--- src/rtl/bcd_to_bin_pkg.sv ---
// Shared constants, state encoding and width helper for the BCD-to-binary converter.
package bcd_to_bin_pkg;

  localparam int DIGIT_W = 4;

  localparam logic [3:0] ADJ_THRESH = 4'd8;
  localparam logic [3:0] ADJ_SUB    = 4'd3;
  localparam logic [3:0] MAX_DIGIT  = 4'd9;

  typedef enum logic {
    IDLE = 1'b0,
    RUN  = 1'b1
  } state_t;

  // Bits needed to count 0..v-1; never less than one.
  function automatic int clog2(input int v);
    int r;
    int x;
    r = 0;
    x = v - 1;
    while (x > 0) begin
      r++;
      x = x >> 1;
    end
    return (r < 1) ? 1 : r;
  endfunction

endpackage

--- src/rtl/bcd_to_bin_if.sv ---
// Request/result bundle between the keypad path and the BCD-to-binary converter.
interface bcd_to_bin_if
  import bcd_to_bin_pkg::*;
#(
  parameter int NDIG  = 3,
  parameter int BIN_W = 10
) ();

  logic                      start;
  logic [DIGIT_W*NDIG-1:0]   bcd_in;
  logic                      busy;
  logic                      done;
  logic                      err;
  logic [BIN_W-1:0]          bin_out;

  modport master (
    output start, bcd_in,
    input  busy, done, err, bin_out
  );

  modport slave (
    input  start, bcd_in,
    output busy, done, err, bin_out
  );

endinterface

--- src/rtl/bcd_to_bin_sub3.sv ---
// Per-digit reverse double-dabble adjust: combinational, nibbles >= 8 lose 3 (mod 16).
// No state, no backpressure.
module bcd_digit_sub3
  import bcd_to_bin_pkg::*;
(
  input  logic [3:0] d,
  output logic [3:0] q
);

  assign q = (d >= ADJ_THRESH) ? (d - ADJ_SUB) : d;

endmodule

--- src/rtl/bcd_to_bin.sv ---
// Sequential BCD-to-binary converter (reverse double dabble); done pulses BIN_W cycles after accept.
// No backpressure: start is only sampled in IDLE, requests while busy are dropped.
module bcd_to_bin
  import bcd_to_bin_pkg::*;
#(
  parameter int NDIG  = 3,
  parameter int BIN_W = 10
) (
  input  logic         clk,
  input  logic         rstn,
  bcd_to_bin_if.slave  bus
);

  localparam int BCD_W = DIGIT_W * NDIG;
  localparam int SCR_W = BCD_W + BIN_W;
  localparam int CNT_W = clog2(BIN_W);
  localparam logic [CNT_W-1:0] LAST_STEP = CNT_W'(BIN_W - 1);

  state_t             state;
  logic [CNT_W-1:0]   cnt;
  logic [SCR_W-1:0]   scratch;
  logic               err_pending;
  logic               busy_q;
  logic               done_q;
  logic               err_q;
  logic [BIN_W-1:0]   bin_q;

  logic [SCR_W-1:0]   shifted;
  logic [SCR_W-1:0]   stepped;
  logic               err_in;

  assign shifted = scratch >> 1;
  assign stepped[BIN_W-1:0] = shifted[BIN_W-1:0];

  // Adjust is applied after the shift, on the BCD field only.
  for (genvar g = 0; g < NDIG; g++) begin : g_dig
    bcd_digit_sub3 u_sub3 (
      .d (shifted[BIN_W + g*DIGIT_W +: DIGIT_W]),
      .q (stepped[BIN_W + g*DIGIT_W +: DIGIT_W])
    );
  end

  always_comb begin
    err_in = 1'b0;
    for (int i = 0; i < NDIG; i++) begin
      if (bus.bcd_in[i*DIGIT_W +: DIGIT_W] > MAX_DIGIT) err_in = 1'b1;
    end
  end

  always_ff @(posedge clk) begin
    if (!rstn) begin
      state       <= IDLE;
      cnt         <= '0;
      scratch     <= '0;
      err_pending <= 1'b0;
      busy_q      <= 1'b0;
      done_q      <= 1'b0;
      err_q       <= 1'b0;
      bin_q       <= '0;
    end else begin
      case (state)
        IDLE: begin
          done_q <= 1'b0;
          if (bus.start) begin
            scratch     <= {bus.bcd_in, {BIN_W{1'b0}}};
            cnt         <= '0;
            state       <= RUN;
            busy_q      <= 1'b1;
            err_pending <= err_in;
            err_q       <= 1'b0;
          end
        end
        RUN: begin
          scratch <= stepped;
          cnt     <= cnt + 1'b1;
          if (cnt == LAST_STEP) begin
            // Invalid digits still take the full step count so latency never varies.
            bin_q  <= err_pending ? '0 : stepped[BIN_W-1:0];
            err_q  <= err_pending;
            done_q <= 1'b1;
            busy_q <= 1'b0;
            state  <= IDLE;
          end
        end
        default: state <= IDLE;
      endcase
    end
  end

  assign bus.busy    = busy_q;
  assign bus.done    = done_q;
  assign bus.err     = err_q;
  assign bus.bin_out = bin_q;

endmodule

--- src/flat_wrapper.sv ---
// flat-port wrapper written by rule: the top's interface ports become plain ports
module bcd_to_bin_flat import bcd_to_bin_pkg::*;
#(
  parameter int NDIG  = 3,
  parameter int BIN_W = 10
)
  (clk, rstn, bus_start, bus_bcd_in, bus_busy, bus_done, bus_err, bus_bin_out);
  bcd_to_bin_if #(.NDIG(NDIG), .BIN_W(BIN_W)) bus_i ();
  input  logic clk;
  input  logic rstn;
  input wire logic [$bits(bus_i.start)-1:0] bus_start;
  input wire logic [$bits(bus_i.bcd_in)-1:0] bus_bcd_in;
  output wire logic [$bits(bus_i.busy)-1:0] bus_busy;
  output wire logic [$bits(bus_i.done)-1:0] bus_done;
  output wire logic [$bits(bus_i.err)-1:0] bus_err;
  output wire logic [$bits(bus_i.bin_out)-1:0] bus_bin_out;
  assign bus_i.start = bus_start;
  assign bus_i.bcd_in = bus_bcd_in;
  assign bus_busy = bus_i.busy;
  assign bus_done = bus_i.done;
  assign bus_err = bus_i.err;
  assign bus_bin_out = bus_i.bin_out;
  bcd_to_bin #(.NDIG(NDIG), .BIN_W(BIN_W)) u_core (.clk(clk), .rstn(rstn), .bus(bus_i));
endmodule
--- config.mk ---
export PLATFORM = sky130hd
export DESIGN_NAME = bcd_to_bin_flat
export DESIGN_NICKNAME = d
export VERILOG_FILES = /design/src/rtl/bcd_to_bin_pkg.sv /design/src/rtl/bcd_to_bin_if.sv /design/src/rtl/bcd_to_bin_sub3.sv /design/src/rtl/bcd_to_bin.sv /design/src/flat_wrapper.sv
export SDC_FILE = /design/constraint.sdc
export NUM_CORES = 1
export LEC_CHECK = 0
export CORE_UTILIZATION = 45
export DETAILED_ROUTE_END_ITERATION = 7
export DONT_BUFFER_PORTS = 1
export GPL_ROUTABILITY_DRIVEN = 0
export GPL_TIMING_DRIVEN = 0
export SLEW_MARGIN = 20
export SYNTH_ARGS = -nofsm -noshare
export SYNTH_HDL_FRONTEND = slang
export SYNTH_SLANG_ARGS = --single-unit
export TNS_END_PERCENT = 50
--- constraint.sdc ---
create_clock -name clk -period 1.5 [get_ports clk]
set_clock_uncertainty 0.1 [all_clocks]
set_input_delay 0.3 -clock clk [delete_from_list [all_inputs] [get_ports clk]]
set_output_delay 0.3 -clock clk [all_outputs]
set_load 0.02 [all_outputs]
==> results of run 1 <==
-- path summary, 6_finish.rpt --
path                          start                    end  slack (ns)  cells after the start
setup / recovery      u_core.cnt[0]  u_core.bus.bin_out[8]        0.05                      6
hold / removal       bus_bcd_in[11]     u_core.scratch[21]        0.13                      2
hold reg to reg   u_core.scratch[1]  u_core.bus.bin_out[0]        0.40                      2
setup reg to reg      u_core.cnt[0]  u_core.bus.bin_out[8]        0.05                      6
-- routing by layer --
metal,track usage [%],vias to the layer above
li1,-,701
met1,22.0,676
met2,35.3,33
met3,6.90,7
met4,7.71,0
met5,0,-
-- timing repair --
action | in CTS | in global routing
endpoints found under the setup margin | 8 | 10
gates resized for setup | 2 | 3
hold buffers | 0 | 0
buffers inserted | 1 | 2
pin swaps | 2 | 1
-- metrics by stage --
step           total power, mW  TNS (ns)  setup slack (ns)  hold WS (ns)
2_1_floorplan             1.32         0            0.0698         0.370
3_3_place_gp              1.36    -0.402           -0.0513         0.392
3_5_place_dp              1.37    -0.673           -0.0858         0.391
4_1_cts                   2.10         0          0.000119         0.128
5_1_grt                   2.18  -0.00510          -0.00330         0.139
6_report                  2.08         0            0.0538         0.134
-- state kept, by name (all words and copies together), names as in the netlist --
name                cells
u_core.err_pending      1
u_core.scratch         21
u_core.bus.bin_out     10
u_core.cnt              4
u_core.bus.done         1
u_core.bus.err          1
u_core.bus.busy         1
u_core.state            1
-- power by group --
group	internal (mW)	total, mW	switching, mW	leakage (nW)
sequential	1.10	1.14	0.0386	0.326
combinational	0.0993	0.216	0.117	0.423
clock	0.367	0.731	0.364	0.0510
-- critical path, cell delays in order, from the launching register on --
cell	delay, ns
dfxtp_2	0.39
ha_4	0.15
and4b_1	0.20
buf_6	0.12
nor2b_4	0.04
buf_6	0.13
a22o_2	0.20
-- cells by family (layout without fill, tap and decap cells) --
logic type / count (synthesis) / count (layout) / share of synthesized area [%]
and+or+nand+nor: 62 / 62 / 21.0
AOI/OAI and AO/OA: 50 / 50 / 17.8
DFF: 40 / 40 / 43.1
buffers and inverters: 21 / 32 / 5.93
muxes: 11 / 11 / 6.20
adders and majority gates: 6 / 6 / 4.04
xor gates and xnor gates: 4 / 4 / 1.89
-- Yosys cell counts, types with 3 or more instances --
| master | instances |
|---|---|
| a21oi_1 | 14 |
| a22o_2 | 8 |
| and2_1 | 5 |
| buf_2 | 7 |
| clkbuf_1 | 4 |
| dfxtp_1 | 40 |
| ha_1 | 6 |
| inv_1 | 6 |
| mux2_2 | 4 |
| mux2i_1 | 7 |
| nand2_1 | 15 |
| nand3_1 | 3 |
| nor2b_1 | 14 |
| nor3b_1 | 12 |
| o211a_1 | 4 |
| o211ai_1 | 3 |
| o21a_1 | 3 |
| o21ai_0 | 14 |
| xnor2_1 | 4 |
-- area by class of cell --
cell class	count	area, sq um	area share [%]
Buffer	15	87.6	4.25
Clock buffer	6	82.6	4.01
Clock inverter	2	10.0	0.486
Inverter	6	22.5	1.09
Multi-Input combinational cell	133	960	46.6
Sequential cell	40	803	39.0
Tap cell	48	60.1	2.91
Timing Repair Buffer	3	35.0	1.70
==> run metrics, run 1 <==
outcome finished clean; n_diodes 0; largest cells by area after synthesis dfxtp_1, nor3b_1, nor2b_1; Hold Path Class in2reg; worst-skew pair later-pin latency 0.29 ns; Pins Over Slew Limit 0; Synth top area share between 40% and 50%; share of layout cells above drive strength 1 19.5%; total grt overflow 0; Final Hold Viols 0; Ports 28; First DRT Iteration DRCs 55; syn nets 215; crit path DAT 1.53 ns; Main synth FF type dfxtp_1; H-tree levels 2; Cell Count Post-Placement 242; clk root buf clkbuf_8; initial antenna violation count 0; Post-Syn Area 1860 sq um; die area 4390 sq um; Clock transition at path regs 0.07 ns; most frequent cells in the layout dfxtp_1, nand2_1, nor2b_1, o21ai_0, a21oi_1; Rel. slew slack between 60% and 70%; post-route cell area 2060 sq um; CP Class reg2reg; largest net degree at the start of global routing 13; initial core utilization between 40% and 50%; CTS Buf Count 5; Routed Antenna Nets 0; Peak VDD IR approximately 430 uV; Port Buf Inserts 0; Fill cells 358; number of enable flip-flop cells after synthesis 0; CTS tree built; Post-Layout Cell Count approximately 250; max-cap violations 0; DIE HEIGHT 66.3 um; critical path peak fanout 10; mean cell area of the mapped netlist 9.58 sq um; die width 66.3 um; leak pwr 0.800 nW; Cells after Synth 194; fmax 691 MHz; clk buf depth 2; DP Area 1920 sq um; Vias 1,417; fin nets 225; pin slew with the least headroom to its limit 0.470 ns; Highest Signal Layer met4; PD cells 1010 nW/um^2; Avg Vias per Cell ~5.6; WL met1 1.74 mm; Seq cells post-synth 40; first-pass GRT wire length 6.48 mm; Data required, critical path 1.58 ns; Tot GR Track Use 20.1%; wirelength, routed between 3 and 4 mm; Final setup viols 0; Final HPWL DP 2.71 mm; RSZ-0062 raised after global routing true; crit share post-route a little over nine tenths; most common cell after layout, fill and taps aside dfxtp_1; CP endpoint kind register; met2 wire length 1.90 mm; WL per Instance 15.4 um; crit start category register; synth warn 0; Distinct cells, synth 34; area growth from synthesis to layout 10.9%; Remaining DRCs 0; min Tclk post-route 1.45 ns; WL met3 between 150 and 200 um; Finished Core Util ~54%; drt pass-1 iters 6; ys async rst share 0%; vias in the first global route 1,417; sequential area share after synthesis 43.1%; dominant cell type by area after synthesis dfxtp_1; core area 3800 sq um; Core Rows 22; Clock Sink Count 40
Note: power is estimated with default switching activity, not from simulation.
==> run 2: changes to the inputs <==
--- a/config.mk
+++ b/config.mk
@@ -6,6 +6,7 @@
 export NUM_CORES = 1
 export LEC_CHECK = 0
 export CORE_UTILIZATION = 45
+export CTS_BUF_LIST = sky130_fd_sc_hd__clkbuf_16
 export DETAILED_ROUTE_END_ITERATION = 7
 export DONT_BUFFER_PORTS = 1
 export GPL_ROUTABILITY_DRIVEN = 0
@@ -13,5 +14,6 @@
 export SLEW_MARGIN = 20
 export SYNTH_ARGS = -nofsm -noshare
 export SYNTH_HDL_FRONTEND = slang
+export SYNTH_HIERARCHICAL = 1
 export SYNTH_SLANG_ARGS = --single-unit
 export TNS_END_PERCENT = 50
==> constraint.sdc (replaced) <==
create_clock -name clk -period 1.3 [get_ports clk]
set_clock_uncertainty 0.1 [all_clocks]
set_input_delay 0.26 -clock clk [delete_from_list [all_inputs] [get_ports clk]]
set_output_delay 0.26 -clock clk [all_outputs]
set_load 0.02 [all_outputs]
==> run 2 against run 1 <==
  * The run now ends with setup timing left
  * Hold slack lost 0.044 ns
  * Utilization grew 3.3 points
  * Sequential power grew 15%
  * Clock power grew 75%
  * Synthesized cell count grew 7.7%
  * Worst setup slack lost 0.18 ns
  * Non-clock buffer count grew 3
  * Combinational power grew 39%
  * Register-to-register slack lost 0.18 ns
  * Global-route usage grew 0.46 points
  * Synthesized area grew 2.5%
  * Via count grew 6.2%
  * Largest cell class unchanged
  * Largest power group unchanged
==> run metrics, run 2 <==
Tot Pwr 2.90 mW (+39%); max reg flops 21 (unchanged); Ports 28 (unchanged); Port Buf Inserts 0 (unchanged); Avg Vias per Cell 5.39 (-3.7%); Tot GR Track Use 20.6% (+0.46 points); n_diodes 0 (unchanged); DIE HEIGHT 67.1 um (+1.2%); crit share post-route 110% (+13 points); Synth top area share 42.0% (-1.0 points); Worst R2R Setup Slack -0.13 ns (-0.18 ns); fin nets 251 (+12%); Final HPWL DP 2.79 mm (+2.7%); CTS Buf Count 5 (unchanged); die area 4500 sq um (+2.4%); Final setup viols 13 (+13); die width 67.1 um (+1.2%); crit path DAT 1.49 ns (-0.04 ns); Fill cells 367 (+2.5%); WL per Instance 15.0 um (-2.9%); drt pass-1 iters 4 (-2); number of enable flip-flop cells after synthesis 0 (unchanged); initial core utilization 47.3% (-1.6 points); CP endpoint kind register; largest net degree at the start of global routing 13 (unchanged); share of layout cells above drive strength 1 19.7% (+0.14 points); Cells after Synth 209 (+7.7%); core area 4030 sq um (+6.1%); largest register by flop count u_core/scratch; ys async rst share 0% (unchanged); sequential area share after synthesis 42.0% (-1.0 points); Finished Core Util 57.5% (+3.3 points); Data required, critical path 1.37 ns (-0.21 ns); Core Rows 23 (+4.5%); area growth from synthesis to layout 21.7%; vias in the first global route 1,514 (+6.8%); outcome complete, but fails checks; hold path cells 2 (unchanged); synth warn 6 (+6); Clock Sink Count 40 (unchanged); Synth top cells by count dfxtp_1, o21ai_0, nor2b_1, nand2_1; wirelength, routed 4.18 mm (+7.1%); fmax 701 MHz (+1.4%); First DRT Iteration DRCs 65 (+18%); Post-Layout Cell Count 279 (+10%); PD cells 1250 nW/um^2 (+24%); Seq cells post-synth 40 (unchanged); reg2reg end u_core/bus.bin_out[0]; Vias 1,505 (+6.2%); r2r startpoint u_core/cnt[1]; hold_sp rstn; total grt overflow 0 (unchanged); largest cells by area after synthesis dfxtp_1, mux2i_1, nor2b_1; Setup WS post-layout -0.126 ns (-0.180 ns); dominant cell type by area after synthesis dfxtp_1; most common cell after layout, fill and taps aside dfxtp_1; mean cell area of the mapped netlist 9.11 sq um (-4.9%); max-cap violations 0 (unchanged); Hold Path Class in2reg; Clock transition at path regs 0.06 ns (about the same); H-tree levels 2 (unchanged); most frequent cells in the layout dfxtp_1, nand2_1, o21ai_0, nor2b_1; leak pwr 0.914 nW (+14%); failing checks setup timing; Pins Over Slew Limit 0 (unchanged); most frequent cell after synthesis dfxtp_1; crit start category register; min Tclk post-route 1.43 ns (-0.0202 ns); clk buf depth 2 (unchanged); Peak VDD IR 605 uV (+42%); Reg2Reg Depth 6 (unchanged); CTS tree built; RSZ-0062 raised after global routing true; Remaining DRCs 0 (unchanged); Main synth FF type dfxtp_1; Distinct cells, synth 30 (-12%); Post-Syn Area 1900 sq um (+2.5%); CP Class reg2reg; critical path peak fanout 10 (unchanged); clk root buf clkbuf_16; Routed Antenna Nets 0 (unchanged); Cell Count Post-Placement 263 (+8.7%); Setup TNS -1.15 ns (-1.15 ns); Final Hold Viols 0 (unchanged); initial antenna violation count 0 (unchanged); WHS Endpoint u_core/bus.done; first-pass GRT wire length 6.67 mm (+2.9%); worst-skew pair later-pin latency 0.28 ns (about the same)
## run 2: cell count changes after synthesis, sizes merged, moves of 3 or more
cell	change
and2	+8
mux2i	+6
o21ai	+6
mux2	-4
nand2b	+4
o211a	-4
buf	-3
o211ai	-3
xor2	+3
## run 2: area by class of cell
type                    count  area [sq um]  share of cell area (%)
multi-input cells         153          1100                    47.6
flip-flops and latches     40           816                    35.2
clock buffers               6           150                    6.48
plain buffers              13          80.1                    3.45
repair buffers              8          72.6                    3.13
well taps                  50          62.6                    2.70
inverters                   7          26.3                    1.13
clock inverters             2          7.51                   0.324
## run 2: how the worst max path moves through the flow
stage	to	start	slack, ns
3_5_place_dp	u_core/bus.bin_out[0]	u_core/cnt[1]	-0.22
4_1_cts	u_core/bus.bin_out[0]	u_core/cnt[1]	-0.12
3_3_place_gp	u_core/bus.bin_out[0]	u_core/cnt[1]	-0.21
5_1_grt	u_core/bus.bin_out[0]	u_core/cnt[1]	-0.16
2_1_floorplan	u_core/bus.bin_out[0]	u_core/cnt[1]	-0.03
6_report	u_core/bus.bin_out[0]	u_core/cnt[1]	-0.13
## run 2: kinds of logic after synthesis
group                      share of synthesized area, %
other                                             0.197
xor gates and xnor gates                           2.76
AOI/OAI and AO/OA                                  15.2
muxes                                              6.83
and+or+nand+nor                                    22.8
DFF                                                42.1
buffers and inverters                              4.86
adders and majority gates                          5.26
## run 2: repair_timing
item | 4_1_cts | 5_1_grt
setup endpoints to repair | 28 | 25
buffers inserted | 8 | 2
resized for setup | 13 | 17
pin swaps | 7 | 1
hold buffers | 0 | 0
## run 2: power by group
group	internal (mW)	switching, mW
registers	1.27	0.0492
logic	0.139	0.161
clock network	0.814	0.471
total	2.22	0.681
## run 2: routing by layer
metal	vias to the layer above	part of all wire, %	global-route usage (%)
met5	-	0	0
li1	736	-	-
met2	33	51	37.4
met3	8	4.1	6.34
met1	728	43	20.7
met4	0	1.6	10.4
## run 2: worst max-delay path, cell delays in order (launching register included)
cell and delay, ns:
dfxtp_2 0.33, inv_2 0.05, ha_4 0.15, and3b_2 0.19, nor3b_4 0.16, buf_12 0.14, a22o_1 0.20
## run 2: metrics by stage
stage          cell area (sq um)  hold slack (ns)  setup slack, ns
2_1_floorplan               1940            0.348          -0.0307
3_3_place_gp                2000            0.365           -0.214
3_5_place_dp                2000            0.383           -0.219
4_1_cts                     2250           0.0865           -0.122
5_1_grt                     2320           0.0966           -0.155
6_report                    2320           0.0892           -0.126
